[src/rtl/hazard_sequencer_pkg.sv]
// rtl/hazard_sequencer_pkg.sv - shared widths and FSM encodings for the hazard sequencer
package hazard_sequencer_pkg;

  localparam int PC_WIDTH     = 32;
  localparam int OPCODE_WIDTH = 6;
  localparam int HS_AWIDTH    = 5;

  typedef enum logic [1:0] {
    HS_RUN      = 2'd0,
    HS_REDIRECT = 2'd1,
    HS_MEM_WAIT = 2'd2
  } hs_state_e;

endpackage

[src/rtl/hazard_sequencer_detect.sv]
// rtl/hazard_sequencer_detect.sv - combinational dependency, stall and MEM->ID forward equations
module hazard_detect #(
  parameter int AWIDTH = 5
) (
  input  logic [AWIDTH-1:0] ds_rs_i,
  input  logic [AWIDTH-1:0] ds_rt_i,
  input  logic              ds_use_rs_i,
  input  logic              ds_use_rt_i,
  input  logic              ds_branch_i,
  input  logic [AWIDTH-1:0] es_rd_i,
  input  logic              es_we_i,
  input  logic              es_mem_read_i,
  input  logic [AWIDTH-1:0] ms_rd_i,
  input  logic              ms_we_i,
  input  logic              ms_mem_read_i,
  output logic              hazard_o,
  output logic              fwd_rs_o,
  output logic              fwd_rt_o
);

  logic rs_live, rt_live;
  logic dep_es_rs, dep_es_rt, dep_ms_rs, dep_ms_rt;
  logic dep_es_any, dep_ms_any;
  logic load_use, branch_stall;

  // $zero is never a real producer, so it can never create a dependency
  assign rs_live = ds_use_rs_i && (ds_rs_i != '0);
  assign rt_live = ds_use_rt_i && (ds_rt_i != '0);

  assign dep_es_rs = rs_live && es_we_i && (es_rd_i == ds_rs_i);
  assign dep_es_rt = rt_live && es_we_i && (es_rd_i == ds_rt_i);
  assign dep_ms_rs = rs_live && ms_we_i && (ms_rd_i == ds_rs_i);
  assign dep_ms_rt = rt_live && ms_we_i && (ms_rd_i == ds_rt_i);

  assign dep_es_any = dep_es_rs || dep_es_rt;
  assign dep_ms_any = dep_ms_rs || dep_ms_rt;

  assign load_use     = dep_es_any && es_mem_read_i;
  // Branches compare in ID, so any EX producer or a MEM load is not yet available
  assign branch_stall = ds_branch_i && (dep_es_any || (dep_ms_any && ms_mem_read_i));

  assign hazard_o = load_use || branch_stall;
  assign fwd_rs_o = ds_branch_i && dep_ms_rs && !ms_mem_read_i;
  assign fwd_rt_o = ds_branch_i && dep_ms_rt && !ms_mem_read_i;

endmodule

[src/rtl/hazard_sequencer.sv]
// rtl/hazard_sequencer.sv - stall/flush/redirect FSM for the 5-stage pipeline
// Optional HAZARD_PERF_EN adds stall and flush event counters.
module hazard_sequencer
  import hazard_sequencer_pkg::*;
#(
  parameter int AWIDTH = HS_AWIDTH
) (
  input  logic                i_clk,
  input  logic                i_rst,
  input  logic [AWIDTH-1:0]   i_ds_rs,
  input  logic [AWIDTH-1:0]   i_ds_rt,
  input  logic                i_ds_use_rs,
  input  logic                i_ds_use_rt,
  input  logic                i_ds_branch,
  input  logic                i_ds_jump,
  input  logic                i_compare,
  input  logic [PC_WIDTH-1:0] i_target_pc,
  input  logic [AWIDTH-1:0]   i_es_rd,
  input  logic                i_es_we,
  input  logic                i_es_mem_read,
  input  logic [AWIDTH-1:0]   i_ms_rd,
  input  logic                i_ms_we,
  input  logic                i_ms_mem_read,
  input  logic                i_ms_ready,
  output logic                o_stall_fs,
  output logic                o_stall_ds,
  output logic                o_stall_es,
  output logic                o_stall_ms,
  output logic                o_flush_fs,
  output logic                o_flush_ds,
  output logic                o_fwd_rs,
  output logic                o_fwd_rt,
  output logic                o_change_pc,
  output logic [PC_WIDTH-1:0] o_pc
`ifdef HAZARD_PERF_EN
  ,
  output logic [31:0]         o_stall_cnt,
  output logic [31:0]         o_flush_cnt
`endif
);

  hs_state_e           state_q, state_d;
  logic                pend_q, pend_d;
  logic [PC_WIDTH-1:0] pc_q, pc_d;
  logic                rst_q;
  logic                hazard, det_fwd_rs, det_fwd_rt;
  logic                taken, redirect_fire;

  hazard_detect #(.AWIDTH(AWIDTH)) u_detect (
    .ds_rs_i       (i_ds_rs),
    .ds_rt_i       (i_ds_rt),
    .ds_use_rs_i   (i_ds_use_rs),
    .ds_use_rt_i   (i_ds_use_rt),
    .ds_branch_i   (i_ds_branch),
    .es_rd_i       (i_es_rd),
    .es_we_i       (i_es_we),
    .es_mem_read_i (i_es_mem_read),
    .ms_rd_i       (i_ms_rd),
    .ms_we_i       (i_ms_we),
    .ms_mem_read_i (i_ms_mem_read),
    .hazard_o      (hazard),
    .fwd_rs_o      (det_fwd_rs),
    .fwd_rt_o      (det_fwd_rt)
  );

  assign taken = i_ds_jump || (i_ds_branch && i_compare);
  assign o_pc  = pc_q;

  always_comb begin
    state_d       = state_q;
    pend_d        = pend_q;
    pc_d          = pc_q;
    o_stall_fs    = 1'b0;
    o_stall_ds    = 1'b0;
    o_stall_es    = 1'b0;
    o_stall_ms    = 1'b0;
    o_flush_fs    = 1'b0;
    o_flush_ds    = 1'b0;
    o_fwd_rs      = 1'b0;
    o_fwd_rt      = 1'b0;
    o_change_pc   = 1'b0;
    redirect_fire = 1'b0;

    unique case (state_q)
      HS_RUN: begin
        if (!i_ms_ready) begin
          {o_stall_fs, o_stall_ds, o_stall_es, o_stall_ms} = 4'b1111;
          state_d = HS_MEM_WAIT;
        end else begin
          o_stall_fs = hazard;
          o_stall_ds = hazard;
          o_flush_ds = hazard;
          o_fwd_rs   = det_fwd_rs;
          o_fwd_rt   = det_fwd_rt;
          if (taken && !hazard) begin
            pc_d    = i_target_pc;
            state_d = HS_REDIRECT;
          end
        end
      end
      HS_REDIRECT: begin
        if (!i_ms_ready) begin
          // Redirect is deferred, not lost: replayed once memory is ready
          {o_stall_fs, o_stall_ds, o_stall_es, o_stall_ms} = 4'b1111;
          pend_d  = 1'b1;
          state_d = HS_MEM_WAIT;
        end else begin
          o_change_pc   = 1'b1;
          o_flush_fs    = 1'b1;
          o_flush_ds    = 1'b1;
          redirect_fire = 1'b1;
          state_d       = HS_RUN;
        end
      end
      HS_MEM_WAIT: begin
        {o_stall_fs, o_stall_ds, o_stall_es, o_stall_ms} = 4'b1111;
        if (i_ms_ready) begin
          state_d = pend_q ? HS_REDIRECT : HS_RUN;
          pend_d  = 1'b0;
        end
      end
      default: begin
        state_d = HS_RUN;
        pend_d  = 1'b0;
      end
    endcase

    // No redirect or flush leaves the block during reset or the cycle after it
    if (i_rst || rst_q) begin
      o_change_pc   = 1'b0;
      o_flush_fs    = 1'b0;
      o_flush_ds    = 1'b0;
      redirect_fire = 1'b0;
    end
  end

  always_ff @(posedge i_clk) begin
    if (i_rst) begin
      state_q <= HS_RUN;
      pend_q  <= 1'b0;
      pc_q    <= '0;
      rst_q   <= 1'b1;
    end else begin
      state_q <= state_d;
      pend_q  <= pend_d;
      pc_q    <= pc_d;
      rst_q   <= 1'b0;
    end
  end

`ifdef HAZARD_PERF_EN
  logic [31:0] stall_cnt_q, flush_cnt_q;

  always_ff @(posedge i_clk) begin
    if (i_rst) begin
      stall_cnt_q <= '0;
      flush_cnt_q <= '0;
    end else begin
      if (o_stall_ds)    stall_cnt_q <= stall_cnt_q + 32'd1;
      if (redirect_fire) flush_cnt_q <= flush_cnt_q + 32'd1;
    end
  end

  assign o_stall_cnt = stall_cnt_q;
  assign o_flush_cnt = flush_cnt_q;
`endif

endmodule

[config.mk]
export PLATFORM = sky130hd
export DESIGN_NAME = hazard_sequencer
export DESIGN_NICKNAME = d
export VERILOG_FILES = /design/src/rtl/hazard_sequencer_pkg.sv /design/src/rtl/hazard_sequencer_detect.sv /design/src/rtl/hazard_sequencer.sv
export SDC_FILE = /design/constraint.sdc
export NUM_CORES = 1
export LEC_CHECK = 0
export CAP_MARGIN = 10
export CORE_MARGIN = 5
export CORE_UTILIZATION = 39
export CTS_CLUSTER_DIAMETER = 60
export CTS_CLUSTER_SIZE = 28
export DETAILED_ROUTE_END_ITERATION = 16
export GPL_TIMING_DRIVEN = 0
export PLACE_DENSITY = 0.8
export SYNTH_ARGS = -nofsm -noshare
export SYNTH_HDL_FRONTEND = slang
export SYNTH_HIERARCHICAL = 1
export SYNTH_SLANG_ARGS = --single-unit
[constraint.sdc]
create_clock -name i_clk -period 3.5 [get_ports i_clk]
set_input_delay 0.7 -clock i_clk [delete_from_list [all_inputs] [get_ports i_clk]]
set_output_delay 0.7 -clock i_clk [all_outputs]
set_load 0.01 [all_outputs]
## After elaboration in Yosys (flattened, before gate mapping)

Index checks and enable logic that the tools add are counted.
Widths: inputs -> output; s select.

| operators by class | value |
|---|---|
| equality and inequality tests | 9 |
| multiplexer cells | 24 |
| bitwise logic cells | 1 |
| reduce and logical (&&, ||, !) cells | 34 |

Operators by type and width:

| operator | count |
|---|---|
| $eq 5x5->1 | 4 |
| $logic_and 1x1->1 | 19 |
| $mux 1 | 15 |
| $reduce_bool 5->1 | 2 |
| $mux 2 | 4 |
| $logic_or 1x1->1 | 6 |
| $pmux 1 s3 | 2 |
| $pmux 2 s3 | 1 |
| $reduce_and 3->1 | 2 |
| $ne 2x2->1 const B | 2 |
| $pmux 1 s2 | 2 |
| $ne 3x3->1 const B | 1 |
| $eq 2x1->1 const B | 1 |
| $eq 2x2->1 const B | 1 |
| $logic_not 1->1 | 2 |
| $logic_not 2->1 | 1 |
| $reduce_and 2->1 | 1 |
| $reduce_or 2->1 | 1 |
| $not 1->1 | 1 |

| storage, ports and cells | value |
|---|---|
| bits in registers | 36 |
| input port bits | 64 |
| output and inout bits | 41 |

## Depth between registers and ports, before layout

Gate-level depths: netlist of run 1.

| logic depth | value |
|---|---|
| depth in word-level cells | 14 |
| mapped depth | 8 |
| mapped depth without buffers | 7 |

## Cells and area by module

The synthesis of run 1 kept the hierarchy.

By module, submodules not included:

| module | times used | cells each | area each (um^2) |
|---|---|---|---|
| hazard_sequencer | 1 | 166 | 1,669.1 |
| hazard_detect | 1 | 38 | 307.8 |

## Worst setup path after synthesis of run 1

No wires, ideal clock.

| timing path | value |
|---|---|
| kind | input -> output |
| from | input port i_ds_rt[1] |
| to | output port o_stall_fs |
| arrival time | 2.327 ns |
| data required time | 2.800 ns |
| slack | 0.473 ns |
| stages | 7 |
| cell sequence | or4_1 > o21ai_2 > nand4b_1 > nand2_1 > a311o_1 > a21o_1 > buf_4 |

| between the ends | value |
|---|---|
| word-level cells in the longest chain between the ends | 11 |
| elaborated cells between the ends (all ways) | 17 |
| classes of those cells | 2 x eq/ne; 2 x mux; 13 x reduce/logical |

Ends and longest elaborated chain:

| item | RTL line | source |
|---|---|---|
| start, declared | hazard_sequencer.sv:11 | `input logic [AWIDTH-1:0] i_ds_rt,` |
| $reduce_bool 5->1 | hazard_sequencer_detect.sv:28 | `assign rt_live = ds_use_rt_i && (ds_rt_i != '0);` |
| $logic_and 1x1->1 | hazard_sequencer_detect.sv:28 |  |
| $logic_and 1x1->1 (2 in series) | hazard_sequencer_detect.sv:33 | `assign dep_ms_rt = rt_live && ms_we_i && (ms_rd_i == ds_rt_i);` |
| $logic_or 1x1->1 | hazard_sequencer_detect.sv:36 | `assign dep_ms_any = dep_ms_rs \|\| dep_ms_rt;` |
| $logic_and 1x1->1 | hazard_sequencer_detect.sv:40 | `assign branch_stall = ds_branch_i && (dep_es_any \|\| (dep_ms_any && ms_mem_read_i));` |
| $logic_or 1x1->1 | hazard_sequencer_detect.sv:40 |  |
| $logic_and 1x1->1 | hazard_sequencer_detect.sv:40 |  |
| $logic_or 1x1->1 (*) | hazard_sequencer_detect.sv:42 | `assign hazard_o = load_use \|\| branch_stall;` |
| named net hazard | hazard_sequencer.sv:46 | `logic hazard, det_fwd_rs, det_fwd_rt;` |
| $mux 1 (*) | n/a |  |
| $pmux 1 s3 (*) | n/a |  |
| end, declared | hazard_sequencer.sv:25 | `output logic o_stall_fs,` |

The timed path passes the listed nets; every way through them passes the cells marked *.

## Worst setup path in the final report of run 1

| timing path | value |
|---|---|
| from | input port i_ds_rt[4] |
| to | output port o_stall_fs |

| between the ends | value |
|---|---|
| word-level cells in the longest chain between the ends | 11 |
| elaborated cells between the ends (all ways) | 17 |
| classes of those cells | 2 x eq/ne; 2 x mux; 13 x reduce/logical |

Ends and longest elaborated chain:

| item | RTL line | source |
|---|---|---|
| $reduce_bool 5->1 | hazard_sequencer_detect.sv:28 |  |
| $logic_and 1x1->1 | hazard_sequencer_detect.sv:28 |  |
| $logic_and 1x1->1 (2 in series) | hazard_sequencer_detect.sv:33 |  |
| $logic_or 1x1->1 | hazard_sequencer_detect.sv:36 |  |
| $logic_and 1x1->1 | hazard_sequencer_detect.sv:40 |  |
| $logic_or 1x1->1 | hazard_sequencer_detect.sv:40 |  |
| $logic_and 1x1->1 | hazard_sequencer_detect.sv:40 |  |
| $logic_or 1x1->1 (*) | hazard_sequencer_detect.sv:42 |  |
| named net hazard | hazard_sequencer.sv:46 |  |
| $mux 1 (*) | hazard_sequencer.sv:86 | `if (!i_ms_ready) begin` |
| $pmux 1 s3 (*) | hazard_sequencer.sv:84 | `unique case (state_q)` |

Marked as above.

==> impl_metrics.py, run 1 <==
metrics = {
    "placement": {
        "routabilityCongestion": 0.7608,
        "port-buffer-count": 104,
        "placed_cell_area_um2": 3105,
        "place_hpwl_um": 4212,
        "post-place-ws_ns": -0.5750,
    },
    "drt": {
        "viasPerCell": 4.632,
        "drt_first_pass_iters": 4,
        "vias": 1802,
        "drt-wirelength-per-cell_um": 14.30,
        "detail_route.iter0.violations": 45,
        "drcViolationCount": 0,
        "routed_wl_um": 5563,
        "detail-route-antenna-nets": 0,
    },
    "timing": {
        "tns_ns": 0,
        "finalHoldViolations": 0,
        "skew_ns": 0.004735,
        "worst_pin_slew_ns": 0.5326,
        "post-route-period-util_pct": 98.03,
        "timing.hold.ws_ns": 0.4736,
        "setup_ws_ns": 0.06901,
        "slew_headroom_pct": 64.23,
        "period_needed_ns": 3.431,
        "setup_viol": 0,
        "slew_viol_final": 0,
        "max_freq_mhz": 291.5,
    },
    "grt": {
        "grt_util_all_layers_pct": 17.03,
        "grt_max_degree": 20,
        "grt_overflow_total": 0,
        "antenna_found_initial": 0,
        "grt_pass1_vias": 1867,
        "grt_pass1_wl_um": 8611,
    },
    "die": {
        "die_area_um2": 6593,
        "io_pins": 105,
        "fp-row-count": 26,
        "die_w_um": 81.20,
        "coreArea_um2": 5010,
        "die_h_um": 81.20,
        "start_util_pct": 39.46,
    },
    "critical_path": {
        "crit_arrival_ns": 2.73,
        "crit_required_ns": 2.80,
        "r2r_cells": 4,
        "endpoint_kind": "output port",
        "cp_max_fo": 3,
        "cp-start-kind": "primary input",
        "worstSetupPathType": "in2out",
    },
    "finish": {
        "mostFrequentLayoutCells": "92 x clkdlybuf4s50_1, 65 x nand2b_1, 36 x dfxtp_1",
        "final_common_cell": "clkdlybuf4s50_1",
        "final_cell_area_um2": 3207,
        "drive_gt1_share_pct": 10.66,
        "area_growth_pct": 62.22,
        "nets": 382,
        "diodes": 0,
    },
    "synthesis": {
        "syn_area_um2": 1977,
        "synthCells": 204,
        "ys_warn_count": 6,
        "yosys.cell_types.count": 31,
        "synth_nets": 268,
        "avgSynthCellArea_um2": 9.691,
        "seq_area_frac_synth_pct": 36.46,
        "synth.ff_latch_count": 36,
    },
    "pwr": {
        "p_int_mw": 0.7367,
        "p_leak_nw": 1.197,
        "ir_drop_mv": 0.1668,
        "powerDensity_nw_per_um2": 312.8,
        "power.total_mw": 1.003,
        "clockPowerShare_pct": 29.3,
        "power_switching_mw": 0.2665,
        "comb_power_share_pct": 26.2,
        "swShare_pct": 26.56,
        "pwr-share-seq_pct": 44.5,
    },
    "clock_network": {
        "cts_buffer_depth": 2,
        "cts_hold_buf": 0,
        "path_clk_slew_ns": 0.07,
        "cts_buffers": 5,
        "cts_tree": "built",
        "root_buffer": "clkbuf_8",
        "clock-sinks": 36,
        "clk_latency_ns": 0.29,
        "cts-htree-levels": 2,
    },
    "hold_path": {
        "holdPathStages": 2,
        "hold_path.class": "reg2reg",
    },
    "run_status": {
        "outcome": "completed",
    },
    "run": {
        "maxCapViolations": 0,
    },
}
[through the flow]
| step | std cells | utilization [%] |
|---|---|---|
| after floorplan | 204 | - |
| after global placement | 378 | 61.99 |
| after detailed placement | 378 | 61.99 |
| after CTS | 387 | 63.76 |
| after global routing | 389 | 64.01 |
| final | 389 | 64.01 |
[flip-flops by register name (all words and copies together) (netlist names)]
name	flops
o_pc	32
state_q	2
pend_q	1
rst_q	1
[cell type report]
type	count	area (µm²)
clock inverters	1	8.758
repair buffers	108	1036
plain buffers	13	85.08
flip-flops and latches	36	720.7
clock buffers	7	76.32
fillers	441	1803
inverters	1	3.754
well taps	70	87.58
multi-input cells	153	1189
[logic make-up (layout without fill, tap and decap cells)]
logic type | Yosys count | after routing | share of synthesized area, %
compound gates | 11 | 11 | 4.051
mux | 32 | 32 | 16.20
simple gates | 90 | 90 | 29.81
xor+xnor | 20 | 20 | 8.861
buf+inv | 15 | 130 | 4.620
flops | 36 | 36 | 36.46
[worst paths after layout]
path                                         startpoint                    end  slack, ns
worst max-delay path                         i_ds_rt[4]             o_stall_fs       0.07
worst min-delay path               o_pc[2]$_SDFFE_PP0P_   o_pc[2]$_SDFFE_PP0P_       0.47
worst max register to register  state_q[1]$_SDFFE_PP0P_  o_pc[18]$_SDFFE_PP0P_       1.91
worst min register to register     o_pc[2]$_SDFFE_PP0P_   o_pc[2]$_SDFFE_PP0P_       0.47
[cells in the mapped netlist (all sizes together)]
master,n,area [µm²]
mux2i,32,320.3
a21o,1,7.510
nor4,7,65.06
dfxtp,36,720.7
a311o,1,10.01
o21ai,3,22.52
xnor2,8,70.07
nand4,2,12.51
a211oi,1,7.510
nor2,5,18.77
or4,2,18.77
xor2,12,105.1
buf,7,61.30
clkbuf,7,26.28
inv,1,3.750
nand2b,66,420.4
and3,1,6.260
nor3b,3,22.52
nand2,2,7.510
a21oi,2,10.01
nand4b,2,17.52
o21a,1,7.510
o31ai,1,7.510
a21boi,1,7.510
[power by group through the flow]
stage / clock network (mW) / registers [mW] / logic [mW]
floorplan: 0 / 0.464 / 0.104
global placement: 0 / 0.455 / 0.264
detailed placement: 0 / 0.455 / 0.265
CTS: 0.307 / 0.447 / 0.262
global route: 0.325 / 0.449 / 0.284
finish: 0.294 / 0.447 / 0.263
[critical path, cell delays in order]
cell             delay, ns
clkdlybuf4s15_1       0.23
or4_4                 0.44
o21ai_2               0.17
nand4b_1              0.16
nand2_1               0.07
a311o_1               0.38
a21o_1                0.19
buf_4                 0.13
dlygate4sd2_1         0.27
[routing by layer]
| metal | GRT usage (%) | vias to the layer above | part of all wire, % |
|---|---|---|---|
| li1 | - | 909 | - |
| met3 | 8.647 | 4 | 11 |
| met5 | 0 | - | 0 |
| met1 | 19.61 | 818 | 40 |
| met2 | 27.91 | 71 | 47 |
| met4 | 4.392 | 0 | 0.93 |
[repair_timing]
item / 4_1_cts / 5_1_grt
gates cloned: 0 / 0
pin swaps: 1 / 5
setup endpoints to repair: 5 / 4
setup buffers: 2 / 2
resized for setup: 12 / 22
Power figures use the tool's default switching activity.
==> inputs of run 2 (changes only) <==
--- a/config.mk
+++ b/config.mk
@@ -5,11 +5,9 @@
 export SDC_FILE = /design/constraint.sdc
 export NUM_CORES = 1
 export LEC_CHECK = 0
-export CAP_MARGIN = 10
 export CORE_MARGIN = 5
 export CORE_UTILIZATION = 39
 export CTS_CLUSTER_DIAMETER = 60
-export CTS_CLUSTER_SIZE = 28
 export DETAILED_ROUTE_END_ITERATION = 16
 export GPL_TIMING_DRIVEN = 0
 export PLACE_DENSITY = 0.8
==> results of run 2 <==
No change in the layout: final DEF, timing and power equal those of run 1.
==> inputs of run 3 (changes only) <==
--- a/config.mk
+++ b/config.mk
@@ -6,11 +6,13 @@
 export NUM_CORES = 1
 export LEC_CHECK = 0
 export CORE_MARGIN = 5
-export CORE_UTILIZATION = 39
+export CORE_UTILIZATION = 42
 export CTS_CLUSTER_DIAMETER = 60
 export DETAILED_ROUTE_END_ITERATION = 16
 export GPL_TIMING_DRIVEN = 0
-export PLACE_DENSITY = 0.8
+export PLACE_DENSITY = 0.85
+export SKIP_LAST_GASP = 1
+export SLEW_MARGIN = 25
 export SYNTH_ARGS = -nofsm -noshare
 export SYNTH_HDL_FRONTEND = slang
 export SYNTH_HIERARCHICAL = 1
==> constraint.sdc (replaced) <==
create_clock -name i_clk -period 4.2 [get_ports i_clk]
set_input_delay 0.84 -clock i_clk [delete_from_list [all_inputs] [get_ports i_clk]]
set_output_delay 0.84 -clock i_clk [all_outputs]
set_load 0.01 [all_outputs]
==> impl_metrics.py, run 3 (synthesized netlist as in run 1, its figures left out) <==
metrics = {
    "run_status": {
        "outcome": "completed",
    },
    "timing": {
        "setup_viol": 0,
        "worst_pin_slew_ns": 0.4857,
        "rsz0062_at_grt": "false",
        "slew_viol_final": 0,
        "max_freq_mhz": 247.3,
        "finalHoldViolations": 0,
        "period_needed_ns": 4.044,
        "post-route-period-util_pct": 96.29,
        "skew_ns": 0.008010,
        "setup_ws_ns": 0.1560,
        "slew_headroom_pct": 67.37,
    },
    "critical_path": {
        "cp_max_fo": 3,
        "endpoint_kind": "output port",
        "worstSetupPathType": "in2out",
        "reg2reg_setup_slack_ns": 2.67,
        "critical-path-max-stage-delay_ns": 0.47,
        "cp-start-kind": "primary input",
        "crit_arrival_ns": 3.20,
        "crit_chain": "clkdlybuf4s50_1, or4_4, o21ai_2, nand4b_1, nand2_1, a311o_1, a21o_1, buf_4, clkdlybuf4s50_1",
        "cp.buffers_inverters": 3,
        "cp_common_cell": "clkdlybuf4s50_1",
        "path_delay_family": "buffers and inverters",
        "slowest_stage": "clkdlybuf4s50_1",
        "crit_required_ns": 3.36,
    },
    "drt": {
        "vias": 1782,
        "detail_route.iter0.violations": 49,
        "routed_wl_um": 5228,
        "viasPerCell": 4.803,
        "detail-route-antenna-nets": 0,
        "drt-wirelength-per-cell_um": 14.09,
        "drt_first_pass_iters": 4,
        "drcViolationCount": 0,
    },
    "clock_network": {
        "root_buffer": "clkbuf_8",
        "path_clk_slew_ns": 0.07,
        "cts_buffer_depth": 2,
        "cts-htree-levels": 2,
        "clock-sinks": 36,
        "cts_tree": "built",
        "cts_buffers": 5,
        "clk_latency_ns": 0.29,
    },
    "finish": {
        "final_cell_area_um2": 3238,
        "drive_gt1_share_pct": 7.256,
        "mostFrequentLayoutCells": "98 x clkdlybuf4s50_1, 65 x nand2b_1, 36 x dfxtp_1",
        "fillCellCount": 374,
        "area_growth_pct": 63.80,
        "largest_reg_flops": 32,
        "final_util_pct": 69.48,
        "diodes": 0,
        "final_common_cell": "clkdlybuf4s50_1",
        "nets": 380,
    },
    "grt": {
        "grt_util_all_layers_pct": 17.34,
        "antenna_found_initial": 0,
        "grt_max_degree": 12,
        "grt_overflow_total": 0,
        "grt_pass1_vias": 1849,
        "grt_pass1_wl_um": 8631,
    },
    "pwr": {
        "powerDensity_nw_per_um2": 285.3,
        "power.total_mw": 0.9239,
        "p_leak_nw": 1.231,
        "ir_drop_mv": 0.2280,
    },
    "die": {
        "coreArea_um2": 4661,
        "fp-row-count": 25,
        "start_util_pct": 42.42,
        "die_area_um2": 6179,
        "io_pins": 105,
        "die_h_um": 78.61,
        "die_w_um": 78.61,
    },
    "placement": {
        "routabilityCongestion": 0.7572,
        "place_hpwl_um": 4108,
        "placed_cell_area_um2": 3085,
        "post-place-ws_ns": -0.1397,
        "port-buffer-count": 104,
    },
    "run": {
        "maxCapViolations": 0,
    },
    "hold_path": {
        "hold_path.class": "reg2reg",
    },
}
==> run 3: metal layers <==
metal  vias to the layer above  share of wire (%)  track usage (%)
met5                         -                  0                0
met4                         0                1.1            5.070
met3                         8                 12            8.257
met2                        71                 46            27.59
met1                       802                 41            20.69
li1                        901                  -                -
==> run 3: metrics by stage <==
step	TNS (ns)	hold slack, ns	instances
global placement	-0.1479	0.4569	362
detailed placement	-0.1662	0.4642	362
finish	0	0.4734	371
global route	0	0.4974	371
CTS	0	0.4780	371
floorplan	0	0.4567	204
==> run 3: final cells by class <==
class                      instances  area, µm²  area share (%)
multi-input combinational        153       1169           36.09
timing repair buffer             105       1064           32.84
sequential                        36      720.7           22.26
clock buffer                       7      96.34           2.975
buffer                            14      87.58           2.705
tap                               54      67.56           2.087
clock inverter                     1      30.03          0.9274
inverter                           1      3.754          0.1159
==> run 3: report_power, final <==
group / leakage (nW) / internal [mW] / switching (mW) / total [mW]
registers: 0.294 / 0.361 / 0.0112 / 0.372
logic: 0.872 / 0.137 / 0.0818 / 0.219
clock network: 0.0645 / 0.209 / 0.124 / 0.333
total: 1.23 / 0.707 / 0.217 / 0.924
==> run 3: worst paths after layout <==
path | from | endpoint | cells after the start
max | i_ds_rt[4] | o_stall_fs | 9
min | o_pc[27]$_SDFFE_PP0P_ | o_pc[27]$_SDFFE_PP0P_ | 2
max reg2reg | state_q[1]$_SDFFE_PP0P_ | o_pc[16]$_SDFFE_PP0P_ | 4
min reg2reg | o_pc[27]$_SDFFE_PP0P_ | o_pc[27]$_SDFFE_PP0P_ | 2
==> run 3: tightest hold or removal path, cell delays in order (launching register included) <==
cell,delay [ns]
dfxtp_1,0.32
nand2b_1,0.06
mux2i_1,0.05
==> run 3: timing repair <==
item	CTS	global route
gates resized for setup	0	7
pin swaps	1	0
hold buffers	0	0
setup buffers	1	0
endpoints found under the setup margin	3	1
